[config.mk]
export PLATFORM = sky130hd
export DESIGN_NAME = shared_reg_arbiter
export DESIGN_NICKNAME = d
export VERILOG_FILES = /design/src/rtl/shared_reg_arbiter.sv
export SDC_FILE = /design/constraint.sdc
export NUM_CORES = 1
export LEC_CHECK = 0
export BUFFER_PORTS_ARGS = -buffer_cell sky130_fd_sc_hd__buf_2
export CORE_MARGIN = 1.5
export CORE_UTILIZATION = 46
export DETAILED_ROUTE_END_ITERATION = 8
export MAX_ROUTING_LAYER = met4
export PLACE_DENSITY = 0.89
export SKIP_CTS_REPAIR_TIMING = 1
export SLEW_MARGIN = 20
export SYNTH_ARGS = -nofsm -noshare
export SYNTH_HDL_FRONTEND = slang
export SYNTH_SLANG_ARGS = --single-unit
export TNS_END_PERCENT = 10
[constraint.sdc]
create_clock -name clk -period 1.97 [get_ports clk]
set_input_delay 0.197 -clock clk [delete_from_list [all_inputs] [get_ports clk]]
set_output_delay 0.197 -clock clk [all_outputs]
set_load 0.03 [all_outputs]
[src/rtl/shared_reg_arbiter.sv]
// Arbiter between the RT-core and GP-core ports of the shared mailbox/semaphore register file.
// Each access runs IDLE -> ACCESS -> CAPTURE -> RESP; RT has priority, GP has a starvation guard.
module shared_reg_arbiter #(
   parameter int unsigned ADDR_W       = 3,
   parameter int unsigned DATA_W       = 32,
   parameter int unsigned GP_MAX_WAIT  = 4,
   parameter int unsigned LOCK_TIMEOUT = 16
) (
   input  logic              clk,
   input  logic              rst_n,
   input  logic              rt_req,
   input  logic              rt_we,
   input  logic              rt_lock,
   input  logic [ADDR_W-1:0] rt_addr,
   input  logic [DATA_W-1:0] rt_wdata,
   output logic              rt_ready,
   output logic [DATA_W-1:0] rt_rdata,
   input  logic              gp_req,
   input  logic              gp_we,
   input  logic              gp_lock,
   input  logic [ADDR_W-1:0] gp_addr,
   input  logic [DATA_W-1:0] gp_wdata,
   output logic              gp_ready,
   output logic [DATA_W-1:0] gp_rdata,
   output logic              rf_en,
   output logic              rf_we,
   output logic [ADDR_W-1:0] rf_addr,
   output logic [DATA_W-1:0] rf_wdata,
   input  logic [DATA_W-1:0] rf_rdata,
   output logic              lock_active,
   output logic              lock_owner,
   output logic              lock_timeout
);

   localparam int unsigned WAIT_W = $clog2(GP_MAX_WAIT + 1);
   localparam int unsigned TMR_W  = $clog2(LOCK_TIMEOUT + 1);

   typedef enum logic [1:0] {StIdle, StAccess, StCapture, StResp} state_e;

   state_e              state_q, state_d;
   logic                own_q, own_d;           // 0 = RT, 1 = GP
   logic                we_q, we_d;
   logic                lock_req_q, lock_req_d;
   logic [ADDR_W-1:0]   addr_q, addr_d;
   logic [DATA_W-1:0]   wdata_q, wdata_d;
   logic [DATA_W-1:0]   rt_rdata_q, rt_rdata_d;
   logic [DATA_W-1:0]   gp_rdata_q, gp_rdata_d;
   logic                rf_en_q, rf_en_d;
   logic                rf_we_q, rf_we_d;
   logic [ADDR_W-1:0]   rf_addr_q, rf_addr_d;
   logic [DATA_W-1:0]   rf_wdata_q, rf_wdata_d;
   logic                lock_active_q, lock_active_d;
   logic                lock_owner_q, lock_owner_d;
   logic                lock_timeout_q, lock_timeout_d;
   logic [WAIT_W-1:0]   gp_wait_q, gp_wait_d;
   logic [TMR_W-1:0]    lock_tmr_q, lock_tmr_d;

   logic grant, grant_gp, owner_req;
   logic sel_we, sel_lock;
   logic [ADDR_W-1:0] sel_addr;
   logic [DATA_W-1:0] sel_wdata;

   assign owner_req = lock_owner_q ? gp_req : rt_req;

   // IDLE decision: lock owner only, then boosted GP, then RT over GP.
   always_comb begin
      grant    = 1'b0;
      grant_gp = 1'b0;
      if (state_q == StIdle) begin
         if (lock_active_q) begin
            grant    = owner_req;
            grant_gp = lock_owner_q;
         end else if ((gp_wait_q == WAIT_W'(GP_MAX_WAIT)) && gp_req) begin
            grant    = 1'b1;
            grant_gp = 1'b1;
         end else if (rt_req) begin
            grant    = 1'b1;
            grant_gp = 1'b0;
         end else if (gp_req) begin
            grant    = 1'b1;
            grant_gp = 1'b1;
         end
      end
   end

   always_comb begin
      sel_we    = grant_gp ? gp_we    : rt_we;
      sel_lock  = grant_gp ? gp_lock  : rt_lock;
      sel_addr  = grant_gp ? gp_addr  : rt_addr;
      sel_wdata = grant_gp ? gp_wdata : rt_wdata;
   end

   always_comb begin
      state_d        = state_q;
      own_d          = own_q;
      we_d           = we_q;
      lock_req_d     = lock_req_q;
      addr_d         = addr_q;
      wdata_d        = wdata_q;
      rt_rdata_d     = rt_rdata_q;
      gp_rdata_d     = gp_rdata_q;
      rf_en_d        = 1'b0;
      rf_we_d        = 1'b0;
      rf_addr_d      = '0;
      rf_wdata_d     = '0;
      lock_active_d  = lock_active_q;
      lock_owner_d   = lock_owner_q;
      lock_timeout_d = 1'b0;
      gp_wait_d      = gp_wait_q;
      lock_tmr_d     = lock_tmr_q;

      unique case (state_q)
         StIdle: begin
            if (grant) begin
               state_d    = StAccess;
               own_d      = grant_gp;
               we_d       = sel_we;
               lock_req_d = sel_lock;
               addr_d     = sel_addr;
               wdata_d    = sel_wdata;
               rf_en_d    = 1'b1;
               rf_we_d    = sel_we;
               rf_addr_d  = sel_addr;
               rf_wdata_d = sel_wdata;
            end

            // Starvation guard is frozen while a lock is held.
            if (grant && !lock_active_q) begin
               if (grant_gp) begin
                  gp_wait_d = '0;
               end else if (gp_req && (gp_wait_q < WAIT_W'(GP_MAX_WAIT))) begin
                  gp_wait_d = gp_wait_q + WAIT_W'(1);
               end
            end

            if (!lock_active_q || grant) begin
               lock_tmr_d = '0;
            end else if (lock_tmr_q == TMR_W'(LOCK_TIMEOUT - 1)) begin
               lock_tmr_d     = '0;
               lock_active_d  = 1'b0;
               lock_timeout_d = 1'b1;
            end else begin
               lock_tmr_d = lock_tmr_q + TMR_W'(1);
            end
         end
         StAccess: begin
            state_d = StCapture;
         end
         StCapture: begin
            state_d = StResp;
            if (!we_q) begin
               if (own_q) begin
                  gp_rdata_d = rf_rdata;
               end else begin
                  rt_rdata_d = rf_rdata;
               end
            end
         end
         StResp: begin
            state_d = StIdle;
            if (lock_req_q) begin
               lock_active_d = 1'b1;
               lock_owner_d  = own_q;
            end else if (lock_active_q && (lock_owner_q == own_q)) begin
               lock_active_d = 1'b0;
            end
         end
         default: begin
            state_d = StIdle;
         end
      endcase
   end

   always_ff @(posedge clk) begin
      if (!rst_n) begin
         state_q        <= StIdle;
         own_q          <= 1'b0;
         we_q           <= 1'b0;
         lock_req_q     <= 1'b0;
         addr_q         <= '0;
         wdata_q        <= '0;
         rt_rdata_q     <= '0;
         gp_rdata_q     <= '0;
         rf_en_q        <= 1'b0;
         rf_we_q        <= 1'b0;
         rf_addr_q      <= '0;
         rf_wdata_q     <= '0;
         lock_active_q  <= 1'b0;
         lock_owner_q   <= 1'b0;
         lock_timeout_q <= 1'b0;
         gp_wait_q      <= '0;
         lock_tmr_q     <= '0;
      end else begin
         state_q        <= state_d;
         own_q          <= own_d;
         we_q           <= we_d;
         lock_req_q     <= lock_req_d;
         addr_q         <= addr_d;
         wdata_q        <= wdata_d;
         rt_rdata_q     <= rt_rdata_d;
         gp_rdata_q     <= gp_rdata_d;
         rf_en_q        <= rf_en_d;
         rf_we_q        <= rf_we_d;
         rf_addr_q      <= rf_addr_d;
         rf_wdata_q     <= rf_wdata_d;
         lock_active_q  <= lock_active_d;
         lock_owner_q   <= lock_owner_d;
         lock_timeout_q <= lock_timeout_d;
         gp_wait_q      <= gp_wait_d;
         lock_tmr_q     <= lock_tmr_d;
      end
   end

   assign rt_ready     = (state_q == StResp) && !own_q;
   assign gp_ready     = (state_q == StResp) && own_q;
   assign rt_rdata     = rt_rdata_q;
   assign gp_rdata     = gp_rdata_q;
   assign rf_en        = rf_en_q;
   assign rf_we        = rf_we_q;
   assign rf_addr      = rf_addr_q;
   assign rf_wdata     = rf_wdata_q;
   assign lock_active  = lock_active_q;
   assign lock_owner   = lock_owner_q;
   assign lock_timeout = lock_timeout_q;

   a_ready_onehot : assert property (@(posedge clk) disable iff (!rst_n)
      !(rt_ready && gp_ready));
   a_rf_en_access : assert property (@(posedge clk) disable iff (!rst_n)
      rf_en_q == (state_q == StAccess));
   a_timeout_unlocked : assert property (@(posedge clk) disable iff (!rst_n)
      lock_timeout_q |-> !lock_active_q);

endmodule
==> results.md <==
* Max-slew violation count at 0
* Total core area at 9680 um2
* Fill cells at 633
* Worst reg2reg startpoint: gp_wait_q[0]$_SDFFE_PN0P_
* Mapped Cells at 560
* R2R cell count at 7
* # H-tree levels at 4
* Deepest clock path buffer count at 2
* Final Cycle Share at 0.946
* Synth warnings at 0
* Switching power at 0.00305 W
* CP endpoint kind: flop
* Hold depth at 3
* Largest net degree at the start of global routing at 46
* Synthesis-stage register bit count at 117
* Peak supply drop at 683 uV
* Antenna viol nets, final at 0
* Most used DFF post-synth: dfxtp_1
* Gate power share at 0.290
* Clk_skew at 0.0148 ns
* Width of the die at 103 um
* Setup Crit Path Kind: reg2reg
* Hold Crit Class: in2reg
* Critical path peak fanout at 27
* Sink Count at 117
* TritonRoute pass-1 iters at 5
* Number of buffers created by CTS at 17
* Routed len/inst at 16.6 um
* Hold Slack at -0.0177 ns
* Residual DRC at 0
* Largest cells by area after synthesis: dfxtp_1 51%, a21oi_1 12%, nand2_1 12%
* Number of global-route vias before repair at 4333
* TritonCTS clock tree: yes
* Req. time, crit path at 2.38 ns
* Worst slew margin at 0.534
* Total Wirelength at 16700 um
* Share of the synthesized area in the top cell type at 0.512
* RSZ-0062 raised after global routing: no
* Slew @ Worst Pin at 0.699 ns
* Final setup viols at 0
* Mean Syn Cell Area at 8.16 um2
* Max_cap viols at 0
* Vias per cell at 5.40
* Min cycle time layout at 1.86 ns
* Initial DRC Count at 328
* Final Hold Viols at 1
* Via count at 5444
* Area Overhead vs Synth at 60.5%
* Initial antenna violation count at 0
* Setup TNS at 0 ns
* Maximum clock rate at 537 MHz
* Remaining global-route overflow at 0
* Crit path launch type: flop
* First-pass GRT wire length at 19500 um
* Proportion of layout cells with a drive suffix above 1 at 0.309
* Register Area at 2340 um2
* Power Density at 1160 nW/um2
* Syn nets at 677
* Leakage at 3.25 nW
* Critical Path AT at 2.27 ns
* I/O pin cnt at 216
* Post-synthesis cell type count at 46
* Placer Congestion at 0.821
* Cell taking the most area after synthesis: dfxtp_1
* Starting Density at 0.472
* EDFF count, synth at 0
* Die Y at 103 um
* Min-Delay Startpoint: rt_wdata[10]
* Crit. Startpoint: gp_wait_q[0]$_SDFFE_PN0P_
* Net Sw Frac at 0.359
* GRT Total Usage at 0.246
* DP Area at 5720 um2
* Internal at 0.00546 W
* Fin area at 7330 um2
* DP HPWL at 8980 um
* Row count at 36
* Synthesized area at 4570 um2
* Later-pin clock latency in the skew report at 0.51 ns
* Outcome: finished with violations
* Final net count at 979
* Async S/R FF share, synth at 0
* Reg clk slew, reported paths at 0.07 ns
* Clock Power Share at 0.379
* Violated checks: negative hold slack
* Final total power at 0.00851 W
* Seq pwr share at 0.331
* Count of input and output buffers at 215
* Antenna diodes at 0
* Seq/Total Area, Yosys at 0.512
* Clock Tree Root: clkbuf_8
* Die ar. at 10500 um2
* Area of the multi-input gates at 1960 um2
==> final cells by class <==
class | count | share of cell area
sequential | 117 | 0.319
timing repair buffer | 328 | 0.302
multi-input combinational | 389 | 0.268
clock buffer | 18 | 0.0583
clock inverter | 14 | 0.0256
tap | 133 | 0.0227
inverter | 9 | 0.00461
==> final timing paths <==
kind	slack [ns]	to
worst max-delay path	0.11	rf_wdata[15]$_SDFF_PN0_
worst min register to register	0.44	lock_tmr_q[4]$_SDFFE_PN0N_
worst max register to register	0.11	rf_wdata[15]$_SDFF_PN0_
worst min-delay path	-0.02	rf_wdata[10]$_SDFF_PN0_
==> cells in the final DEF (no fill, tap or decap), types with 2 or more instances in the layout <==
cell,netlist,layout
nand3_2,2,2
nand3b_1,4,4
inv_6,0,6
a31oi_1,2,2
o21ai_1,9,9
nor2_1,7,7
o21ai_0,30,30
buf_2,18,215
and2_1,2,2
nand2b_1,2,2
a311oi_1,3,3
o21a_1,4,4
dfxtp_1,117,117
dlygate4sd3_1,0,100
buf_12,0,3
nand3_1,42,42
clkinv_4,0,2
nand2_1,143,143
a21oi_1,108,108
bufinv_16,0,3
inv_8,0,2
buf_4,3,10
clkbuf_8,0,2
mux2i_1,2,2
ha_1,7,7
clkbuf_16,0,16
inv_1,8,8
==> per-layer routing <==
layer | track usage | up-vias | part of all wire
met5 | - | - | 0
met4 | 0.0969 | 0 | 0.031
met3 | 0.0631 | 46 | 0.097
met2 | 0.420 | 338 | 0.49
met1 | 0.276 | 2558 | 0.38
li1 | - | 2502 | -
==> per-stage QoR <==
stage | setup slack, ns | std cells | utilization
after floorplan | 0.376 | 560 | -
after global placement | 0.221 | 876 | 0.590
after detailed placement | 0.177 | 876 | 0.590
after CTS | 0.143 | 908 | 0.654
after global routing | 0.0431 | 1008 | 0.757
final | 0.106 | 1008 | 0.757
==> registers in the layout (all words and copies together), names as in the netlist, 2 cells and up <==
register and flops:
gp_rdata 32, lock_tmr_q 5, rf_addr 3, rf_wdata 32
gp_wait_q 3, state_q 2, rt_rdata 32
==> cell families (layout without fill, tap and decap cells) <==
kind of cell    after synthesis  in the layout  share of synthesized area
compound gates              165            165                      0.194
xor+xnor                      1              1                    0.00192
fa+ha+maj                     7              7                     0.0192
buf+inv                      54            369                     0.0591
flops                       117            117                      0.512
mux                           3              3                    0.00739
simple gates                213            213                      0.206
==> synthesized netlist by cell type (2+ instances only) <==
cell type  number
ha_1            7
buf_6           4
nand2b_1        2
nand2_1       143
o21a_1          4
mux2i_1         2
nand3_1        42
and2_1          2
buf_4           3
o21ai_0        30
inv_1           8
a311oi_1        3
buf_1           2
a31oi_1         2
nand3_2         2
a21oi_1       108
buf_2          18
dfxtp_1       117
nor2_1          7
nand3b_1        4
o21ai_1         9
clkbuf_1       17
==> critical path, cell delays in order, from the launching register on <==
cell and delay, ns:
dfxtp_1 0.37, inv_1 0.08, ha_1 0.25, a21boi_4 0.20, o21a_1 0.31, buf_12 0.21, o21ai_1 0.08, a21oi_1 0.24
==> power groups by stage <==
stage	logic (W)	registers (W)	clock network (W)
after floorplan	0.00108	0.00332	0
after global placement	0.00218	0.00284	0
after detailed placement	0.00221	0.00285	0
after CTS	0.00221	0.00280	0.00324
after global routing	0.00264	0.00284	0.00338
final	0.00247	0.00282	0.00323
No activity file was read; power rests on OpenSTA's default activity.
